--- config.mk ---
export PLATFORM = sky130hd
export DESIGN_NAME = fft_bf_scheduler_flat
export DESIGN_NICKNAME = d
export VERILOG_FILES = /design/src/rtl/fft_bf_scheduler_if.sv /design/src/rtl/fft_bf_scheduler.sv /design/src/flat_wrapper.sv
export SDC_FILE = /design/constraint.sdc
export NUM_CORES = 1
export LEC_CHECK = 0
export ABC_AREA = 1
export ABC_CLOCK_PERIOD_IN_PS = 2400
export CAP_MARGIN = 20
export CELL_PAD_IN_SITES_DETAIL_PLACEMENT = 0
export CELL_PAD_IN_SITES_GLOBAL_PLACEMENT = 1
export CORE_MARGIN = 1.5
export CORE_UTILIZATION = 35
export DETAILED_ROUTE_END_ITERATION = 16
export PLACE_DENSITY_LB_ADDON = 0.25
export SLEW_MARGIN = 25
export SYNTH_ARGS = -nofsm -noshare
export SYNTH_HDL_FRONTEND = slang
export SYNTH_SLANG_ARGS = --single-unit
--- constraint.sdc ---
create_clock -name i_clk -period 2.4 [get_ports i_clk]
set_input_delay 0.36 -clock i_clk [delete_from_list [all_inputs] [get_ports i_clk]]
set_output_delay 0.36 -clock i_clk [all_outputs]
set_load 0.02 [all_outputs]
--- src/rtl/fft_bf_scheduler_if.sv ---
// Butterfly/RAM bus between the FFT sequencer and its datapath.
// Carries RAM strobes, leg addresses, twiddle index and the butterfly handshake.
interface fft_bf_scheduler_if #(
  parameter int ADDR_W = 4,
  parameter int TW_W   = 3
);
  logic              rd_en;
  logic              wr_en;
  logic [ADDR_W-1:0] addr0;
  logic [ADDR_W-1:0] addr1;
  logic [TW_W-1:0]   tw_idx;
  logic              bf_start;
  logic              bf_done;

  modport master (
    output rd_en, wr_en, addr0, addr1,
    output tw_idx, bf_start,
    input  bf_done
  );

  modport slave (
    input  rd_en, wr_en, addr0, addr1,
    input  tw_idx, bf_start,
    output bf_done
  );
endinterface

--- src/rtl/fft_bf_scheduler.sv ---
// In-place radix-2 DIT FFT butterfly sequencer: read, issue, wait, write back.
// Optional butterfly watchdog enabled by defining BF_WATCHDOG_EN.
module fft_bf_scheduler #(
  parameter int LOG2N       = 4,
  parameter int ADDR_W      = 4,
  parameter int TW_W        = 3,
  parameter int TIMEOUT_CYC = 64
) (
  input  logic            i_clk,
  input  logic            i_rst,
  input  logic            i_start,
  output logic            o_busy,
  output logic            o_done,
  output logic [1:0]      o_stage,
  output logic [TW_W-1:0] o_bf_idx,
  output logic            o_error,
  fft_bf_scheduler_if.master bf
);

  typedef enum logic [2:0] {
    IDLE, READ, ISSUE, WAIT, WRITE, DONE
  } state_t;

  localparam logic [1:0]      ST_LAST = 2'(LOG2N - 1);
  localparam logic [TW_W-1:0] BF_LAST = {TW_W{1'b1}};

  state_t            state, state_d;
  logic [1:0]        stage_q, stage_d;
  logic [TW_W-1:0]   bf_q, bf_d;
  logic [ADDR_W-1:0] a0_q, a1_q;
  logic [TW_W-1:0]   tw_q;

  function automatic logic [ADDR_W-1:0] leg0(
    input logic [1:0] s, input logic [TW_W-1:0] b);
    logic [ADDR_W-1:0] bw, mask, pos, grp;
    bw   = ADDR_W'(b);
    mask = (ADDR_W'(1) << s) - ADDR_W'(1);
    pos  = bw & mask;
    grp  = bw >> s;
    return ((grp << 1) << s) | pos;
  endfunction

  function automatic logic [TW_W-1:0] twid(
    input logic [1:0] s, input logic [TW_W-1:0] b);
    logic [TW_W-1:0] mask;
    mask = (TW_W'(1) << s) - TW_W'(1);
    return (b & mask) << (ST_LAST - s);
  endfunction

`ifdef BF_WATCHDOG_EN
  localparam int WD_W = $clog2(TIMEOUT_CYC + 1);
  logic [WD_W-1:0] wd_cnt;
  logic            wd_hit;
  logic            err_q;

  assign wd_hit  = (wd_cnt == WD_W'(TIMEOUT_CYC - 1));
  assign o_error = err_q;

  // Counter reads k on the k-th WAIT cycle after the start pulse.
  always_ff @(posedge i_clk) begin
    if (i_rst) begin
      wd_cnt <= '0;
      err_q  <= 1'b0;
    end else begin
      if (state == ISSUE)
        wd_cnt <= WD_W'(1);
      else if (state == WAIT)
        wd_cnt <= wd_cnt + WD_W'(1);
      if (state == IDLE && i_start)
        err_q <= 1'b0;
      else if (state == WAIT && !bf.bf_done && wd_hit)
        err_q <= 1'b1;
    end
  end
`else
  assign o_error = 1'b0;
`endif

  always_comb begin
    state_d = state;
    stage_d = stage_q;
    bf_d    = bf_q;
    unique case (state)
      IDLE: begin
        if (i_start) begin
          state_d = READ;
          stage_d = '0;
          bf_d    = '0;
        end
      end
      READ:  state_d = ISSUE;
      ISSUE: state_d = WAIT;
      WAIT: begin
        if (bf.bf_done)
          state_d = WRITE;
`ifdef BF_WATCHDOG_EN
        else if (wd_hit)
          state_d = DONE;
`endif
      end
      WRITE: begin
        if (bf_q != BF_LAST) begin
          bf_d    = bf_q + TW_W'(1);
          state_d = READ;
        end else if (stage_q != ST_LAST) begin
          bf_d    = '0;
          stage_d = stage_q + 2'd1;
          state_d = READ;
        end else begin
          state_d = DONE;
        end
      end
      DONE:    state_d = IDLE;
      default: state_d = IDLE;
    endcase
  end

  // Addresses load on entry to READ and hold through WRITE and idle.
  always_ff @(posedge i_clk) begin
    if (i_rst) begin
      state   <= IDLE;
      stage_q <= '0;
      bf_q    <= '0;
      a0_q    <= '0;
      a1_q    <= '0;
      tw_q    <= '0;
    end else begin
      state   <= state_d;
      stage_q <= stage_d;
      bf_q    <= bf_d;
      if (state_d == READ) begin
        a0_q <= leg0(stage_d, bf_d);
        a1_q <= leg0(stage_d, bf_d)
              + (ADDR_W'(1) << stage_d);
        tw_q <= twid(stage_d, bf_d);
      end
    end
  end

  assign bf.rd_en    = (state == READ);
  assign bf.bf_start = (state == ISSUE);
  assign bf.wr_en    = (state == WRITE);
  assign bf.addr0    = a0_q;
  assign bf.addr1    = a1_q;
  assign bf.tw_idx   = tw_q;
  assign o_done      = (state == DONE);
  assign o_busy      = (state != IDLE) && (state != DONE);
  assign o_stage     = stage_q;
  assign o_bf_idx    = bf_q;

endmodule

--- src/flat_wrapper.sv ---
// flat-port wrapper written by rule: the top's interface ports become plain ports
module fft_bf_scheduler_flat 
#(
  parameter int LOG2N       = 4,
  parameter int ADDR_W      = 4,
  parameter int TW_W        = 3,
  parameter int TIMEOUT_CYC = 64
)
  (i_clk, i_rst, i_start, o_busy, o_done, o_stage, o_bf_idx, o_error, bf_rd_en, bf_wr_en, bf_addr0, bf_addr1, bf_tw_idx, bf_bf_start, bf_bf_done);
  fft_bf_scheduler_if #(.ADDR_W(ADDR_W), .TW_W(TW_W)) bf_i ();
  input  logic i_clk;
  input  logic i_rst;
  input  logic i_start;
  output logic o_busy;
  output logic o_done;
  output logic [1:0] o_stage;
  output logic [TW_W-1:0] o_bf_idx;
  output logic o_error;
  output wire logic [$bits(bf_i.rd_en)-1:0] bf_rd_en;
  output wire logic [$bits(bf_i.wr_en)-1:0] bf_wr_en;
  output wire logic [$bits(bf_i.addr0)-1:0] bf_addr0;
  output wire logic [$bits(bf_i.addr1)-1:0] bf_addr1;
  output wire logic [$bits(bf_i.tw_idx)-1:0] bf_tw_idx;
  output wire logic [$bits(bf_i.bf_start)-1:0] bf_bf_start;
  input wire logic [$bits(bf_i.bf_done)-1:0] bf_bf_done;
  assign bf_rd_en = bf_i.rd_en;
  assign bf_wr_en = bf_i.wr_en;
  assign bf_addr0 = bf_i.addr0;
  assign bf_addr1 = bf_i.addr1;
  assign bf_tw_idx = bf_i.tw_idx;
  assign bf_bf_start = bf_i.bf_start;
  assign bf_i.bf_done = bf_bf_done;
  fft_bf_scheduler #(.LOG2N(LOG2N), .ADDR_W(ADDR_W), .TW_W(TW_W), .TIMEOUT_CYC(TIMEOUT_CYC)) u_core (.i_clk(i_clk), .i_rst(i_rst), .i_start(i_start), .o_busy(o_busy), .o_done(o_done), .o_stage(o_stage), .o_bf_idx(o_bf_idx), .o_error(o_error), .bf(bf_i));
endmodule
# Yosys cells after proc, flatten, opt, wreduce, memory -nomap -nowiden
# Index checks and enable logic that the tools add are counted.
# totals
regBits	19
elab_cells	45
# op_classes
n_addsub	6
n_eq_ne	9
shift	5
mux	13
bitwise_logic	3
n_reduce_logical	3
# op_table
operator	count
$mux 3	7
$pmux 3 s5	1
$eq 3x1->1 const B	2
$eq 3x2->1 const B	2
$eq 3x3->1 const B	2
$mux 2	3
$ne 3x3->1 const B	2
$pmux 3 s2	1
$add 4x4->4	1
$and 3x4->4	1
$or 4x4->4	1
$pmux 2 s2	1
$shl 1x2->4 const A	1
$shl 4x2->4	1
$sub 4x2->4 const B	1
$add 3x1->3 const B	1
$and 3x3->3	1
$logic_not 3->1	1
$reduce_bool 3->1	1
$shl 1x2->3 const A	1
$shl 3x2->3	1
$shr 3x2->3	1
$sub 3x2->3 const B	1
$add 2x1->2 const B	1
3 further kinds	3

# Longest topological paths before layout
# depth
depth_word	9
depth_mapped	17

# Worst setup path before layout
# OpenSTA, ideal clock, no wires.
# synth_timing
kind	register to register
from	reg u_core.bf_q[0] (netlist: u_core.o_bf_idx[0])
to	reg u_core.a1_q[3] (netlist: u_core.bf.addr1[3])
setup_ns	0.109
arrival_ns	2.201
slack_ns	0.091
stages_incl_launch_ff	18
cell_sequence	dfxtp_1 ha_1 ha_1 inv_1 nand2_1 nand2_1 nor2_1 nor2_4 nand2_1 nand3b_1 nand2_1 ha_1 a21oi_1 inv_1 nand4_1 nand3_1 nand2_1 inv_1
# synth_via
elab_chain_cells	8
word_cells_on_any_way	18
classes_between	add/sub: 3; eq/ne: 2; shift: 3; mux: 8; bitwise: 2
# synth_lines
element	line	source
from (decl)	fft_bf_scheduler.sv:29	logic [TW_W-1:0] bf_q, bf_d;
from (signal assigned)	fft_bf_scheduler.sv:123	bf_q <= '0;
from (signal assigned)	fft_bf_scheduler.sv:130	bf_q <= bf_d;
$ne 3x3->1	fft_bf_scheduler.sv:102	if (bf_q != BF_LAST) begin
$mux 2	fft_bf_scheduler.sv:102	
$pmux 2 s2	fft_bf_scheduler.sv:83	unique case (state)
$shl 1x2->4	fft_bf_scheduler.sv:37, fft_bf_scheduler.sv:134	
$sub 4x2->4	fft_bf_scheduler.sv:37	mask = (ADDR_W'(1) << s) - ADDR_W'(1);
$and 3x4->4	fft_bf_scheduler.sv:38	pos = bw & mask;
$or 4x4->4	fft_bf_scheduler.sv:40	return ((grp << 1) << s) | pos;
$add 4x4->4	fft_bf_scheduler.sv:134	+ (ADDR_W'(1) << stage_d);
to (signal assigned)	fft_bf_scheduler.sv:133	a1_q <= leg0(stage_d, bf_d)
to (decl)	fft_bf_scheduler.sv:30	logic [ADDR_W-1:0] a0_q, a1_q;
# Parallel ways exist; a longest one is shown, timed or not.
# A chain may end at the register's enable or synchronous reset.

# Final worst setup path
# layout_timing
from	reg u_core.bf_q[0] (netlist: u_core.o_bf_idx[0])
to	reg u_core.a1_q[2] (netlist: u_core.bf.addr1[2])
# The elaborated chain is that of the path after synthesis.

==> reports/metrics.yaml <==
clock_network:
  worstSkewPairLatency_ps: 310
  clockRootBuffer: "clkbuf_4"
  postCtsSetupBuffers: 0
  numClockSinks: 19
  h-tree-depth: 1
  hold_buffers: 0
  clkTransAtPathRegs_ps: 110
  clock_tree.buffer_depth: 2
  cts_tree: "done"
  cts_buffers: 3
floorplan:
  die_h_um: 60.8
  num_io_pins: 26
  die_x_um: 60.8
  core_sq_um: 3100
  initial_core_util: 0.377
  die-area_sq_um: 3690
  rows: 20
critical_path:
  crit_path_cell_trace: "ha_2 > ha_4 > inv_1 > nor2_1 > o21ai_1 > nand2_1 > nand2_1 > nand2_1 > nand3b_1 > nand2_2 > fa_1 > xnor2_1 > a21oi_1"
  start_kind: "flop"
  path_max_fanout: 4
  worstSetupPathType: "reg -> reg"
  worstPathArrival_ps: 2430
  slowest_stage: "fa_1"
  crit_buf_inv: 1
  required_ps: 2610
  path_delay_family: "adder cells"
  max_stage_delay_ps: 410
  crit_path_frequent_cell: "nand2_1"
  worstSetupEndpointType: "flop"
timing:
  drv_slew: 0
  setup_viol: 0
  hold_violations: 0
  final.setup.worst_slack_ps: 174
  finalCriticalPeriod_ps: 2230
  clock.fmax_mhz: 449
  fin_worst_skew_ps: 4.12
  fin_crit_sh: 0.928
  finalSetupTns_ps: 0
  fin_hold_ws_ps: 472
pwr:
  p_per_area_nw_per_um2: 445
  p_leak_nw: 0.763
  finalPower_uw: 725
  vdd_drop_max_mv: 0.351
place:
  dp_cells: 242
  numPortBuffers: 24
  gp_congestion: 0.843
  pre_cts_slack_ps: -81.5
  dp_hpwl_um: 2160
  dpl_cell_area_sq_um: 1550
global_routing:
  busiest_layer: "met2"
  grt_pass1_wl_um: 4560
  groute.usage.overall: 0.165
  use_met1: 0.236
  met3_usage: 0.0490
  antenna_found_initial: 0
  overflow: 0
  grt_pass1_vias: 1036
  grt_max_degree: 16
  grt_use_met2: 0.237
yosys:
  avgSynthCellArea_sq_um: 7.21
  syn-cell-area_sq_um: 1170
  ys_ff_latch: 19
  synth_warnings: 0
  netlist_instances: 162
  synth-seq-area-share: 0.325
  synthDistinctLibCells: 34
layout:
  fin_util: 0.525
  drive_above_1_share: 0.248
  insertedDiodeCount: 0
  seq_area_sq_um: 384
  stdcell_area_sq_um: 1630
  stdcell_count: 246
  num-nets-final: 213
  num-fill-cells: 337
  syn_to_final_growth_pct: 39.3
  multi_input_area_sq_um: 716
run_status:
  status: "finished clean"
routing:
  wl_per_cell_um: 11.5
  drc: 0
  viasPerCell: 4.64
  drtAntennaViolNets: 0
  vias: 1142
  totalWireLength_um: 2830
  detail_route.first_pass.iterations: 4
  drt-initial-drc-count: 56
worst_hold_path:
  min_path_type: "reg -> reg"
flow_run:
  drv_cap: 0
==> registers in the layout, indices dropped and copies added (netlist names) <==
signal	count
u_core.bf.addr0	4
u_core.bf.addr1	4
u_core.bf.tw_idx	3
u_core.o_bf_idx	3
u_core.o_stage	2
u_core.state	3
==> layout make-up <==
| cell class | instances | area share |
|---|---|---|
| clock buffers | 3 | 0.0138 |
| clock inverters | 1 | 0.00307 |
| inverters | 26 | 0.0615 |
| multi-input cells | 115 | 0.440 |
| flip-flops and latches | 19 | 0.236 |
| well taps | 44 | 0.0338 |
| repair buffers | 38 | 0.212 |
==> routing by layer <==
| metal | share of wire | up-vias | routed length, um |
|---|---|---|---|
| met5 | 0 | - | 0 |
| met4 | 0.014 | 0 | 39 |
| met3 | 0.051 | 6 | 144 |
| met2 | 0.44 | 35 | 1240 |
| met1 | 0.50 | 503 | 1410 |
| li1 | - | 598 | - |
==> logic make-up after synthesis <==
kind of cell / Yosys count / synth area share
compound gates: 24 / 0.128
xor+xnor: 1 / 0.00750
fa+ha+maj: 6 / 0.0707
buf+inv: 29 / 0.105
flops: 19 / 0.325
other cells: 1 / 0.00321
simple gates: 82 / 0.360
==> Yosys cell counts <==
library cell,instances,share of area
inv_2,3,0.0096
nor3_1,2,0.0086
o21ai_1,1,0.0043
nor3_2,1,0.0086
nor4_1,1,0.0054
a21o_1,1,0.0064
dfxtp_1,19,0.33
a31oi_1,2,0.011
nand2_2,4,0.021
nor2_1,15,0.048
ha_1,5,0.054
clkbuf_1,1,0.0032
xnor2_1,1,0.0075
nor2_2,1,0.0054
nand3_1,14,0.060
nand4_1,3,0.016
inv_4,1,0.0054
o21ai_2,1,0.0075
o211ai_1,2,0.013
a21oi_1,8,0.034
a21oi_2,3,0.022
buf_4,1,0.0064
nand2_1,33,0.11
nand2_4,2,0.019
inv_1,22,0.071
nand3_2,1,0.0086
nor2_4,3,0.029
nand3b_1,1,0.0064
nor2_8,1,0.017
o21a_1,2,0.013
fa_1,1,0.017
buf_6,1,0.0096
conb_1,1,0.0032
o21ai_0,4,0.017
==> placed cells by master (no fill, tap or decap), types with 3 or more instances in the layout <==
cell and count:
a21oi_1 7, a21oi_2 4, buf_4 14, clkbuf_4 3
clkdlybuf4s50_1 24, dfxtp_1 16, dfxtp_2 3, inv_1 22
inv_2 3, nand2_1 30, nand2_2 7, nand3_1 14
nand4_1 3, nor2_1 14, nor2_4 4, o21ai_0 3
==> timing repair <==
action | in CTS | in global routing
endpoints found under the hold margin | 0 | 0
gates resized for setup | 0 | 14
endpoints found under the setup margin | 0 | 3
==> tightest hold or removal path: stages, from the launching register on <==
cell and delay (ps):
dfxtp_1 330, nand2_1 60, a21oi_1 50
==> path summary, 6_finish.rpt <==
kind / start / to / slack, ps / cells past startpoint
setup / recovery: u_core.o_bf_idx[0] / u_core.bf.addr1[2] / 170 / 13
hold / removal: u_core.bf.addr0[0] / u_core.bf.addr0[0] / 470 / 2
setup reg to reg: u_core.o_bf_idx[0] / u_core.bf.addr1[2] / 170 / 13
hold reg to reg: u_core.bf.addr0[0] / u_core.bf.addr0[0] / 470 / 2
==> where the power goes <==
| group | internal (mW) | leakage (nW) | total (mW) | switching (mW) |
|---|---|---|---|---|
| sequential | 0.336 | 0.156 | 0.351 | 0.0148 |
| clock | 0.0623 | 0.0177 | 0.169 | 0.107 |
| combinational | 0.0865 | 0.589 | 0.204 | 0.118 |
(Power assumes the default switching activity.)
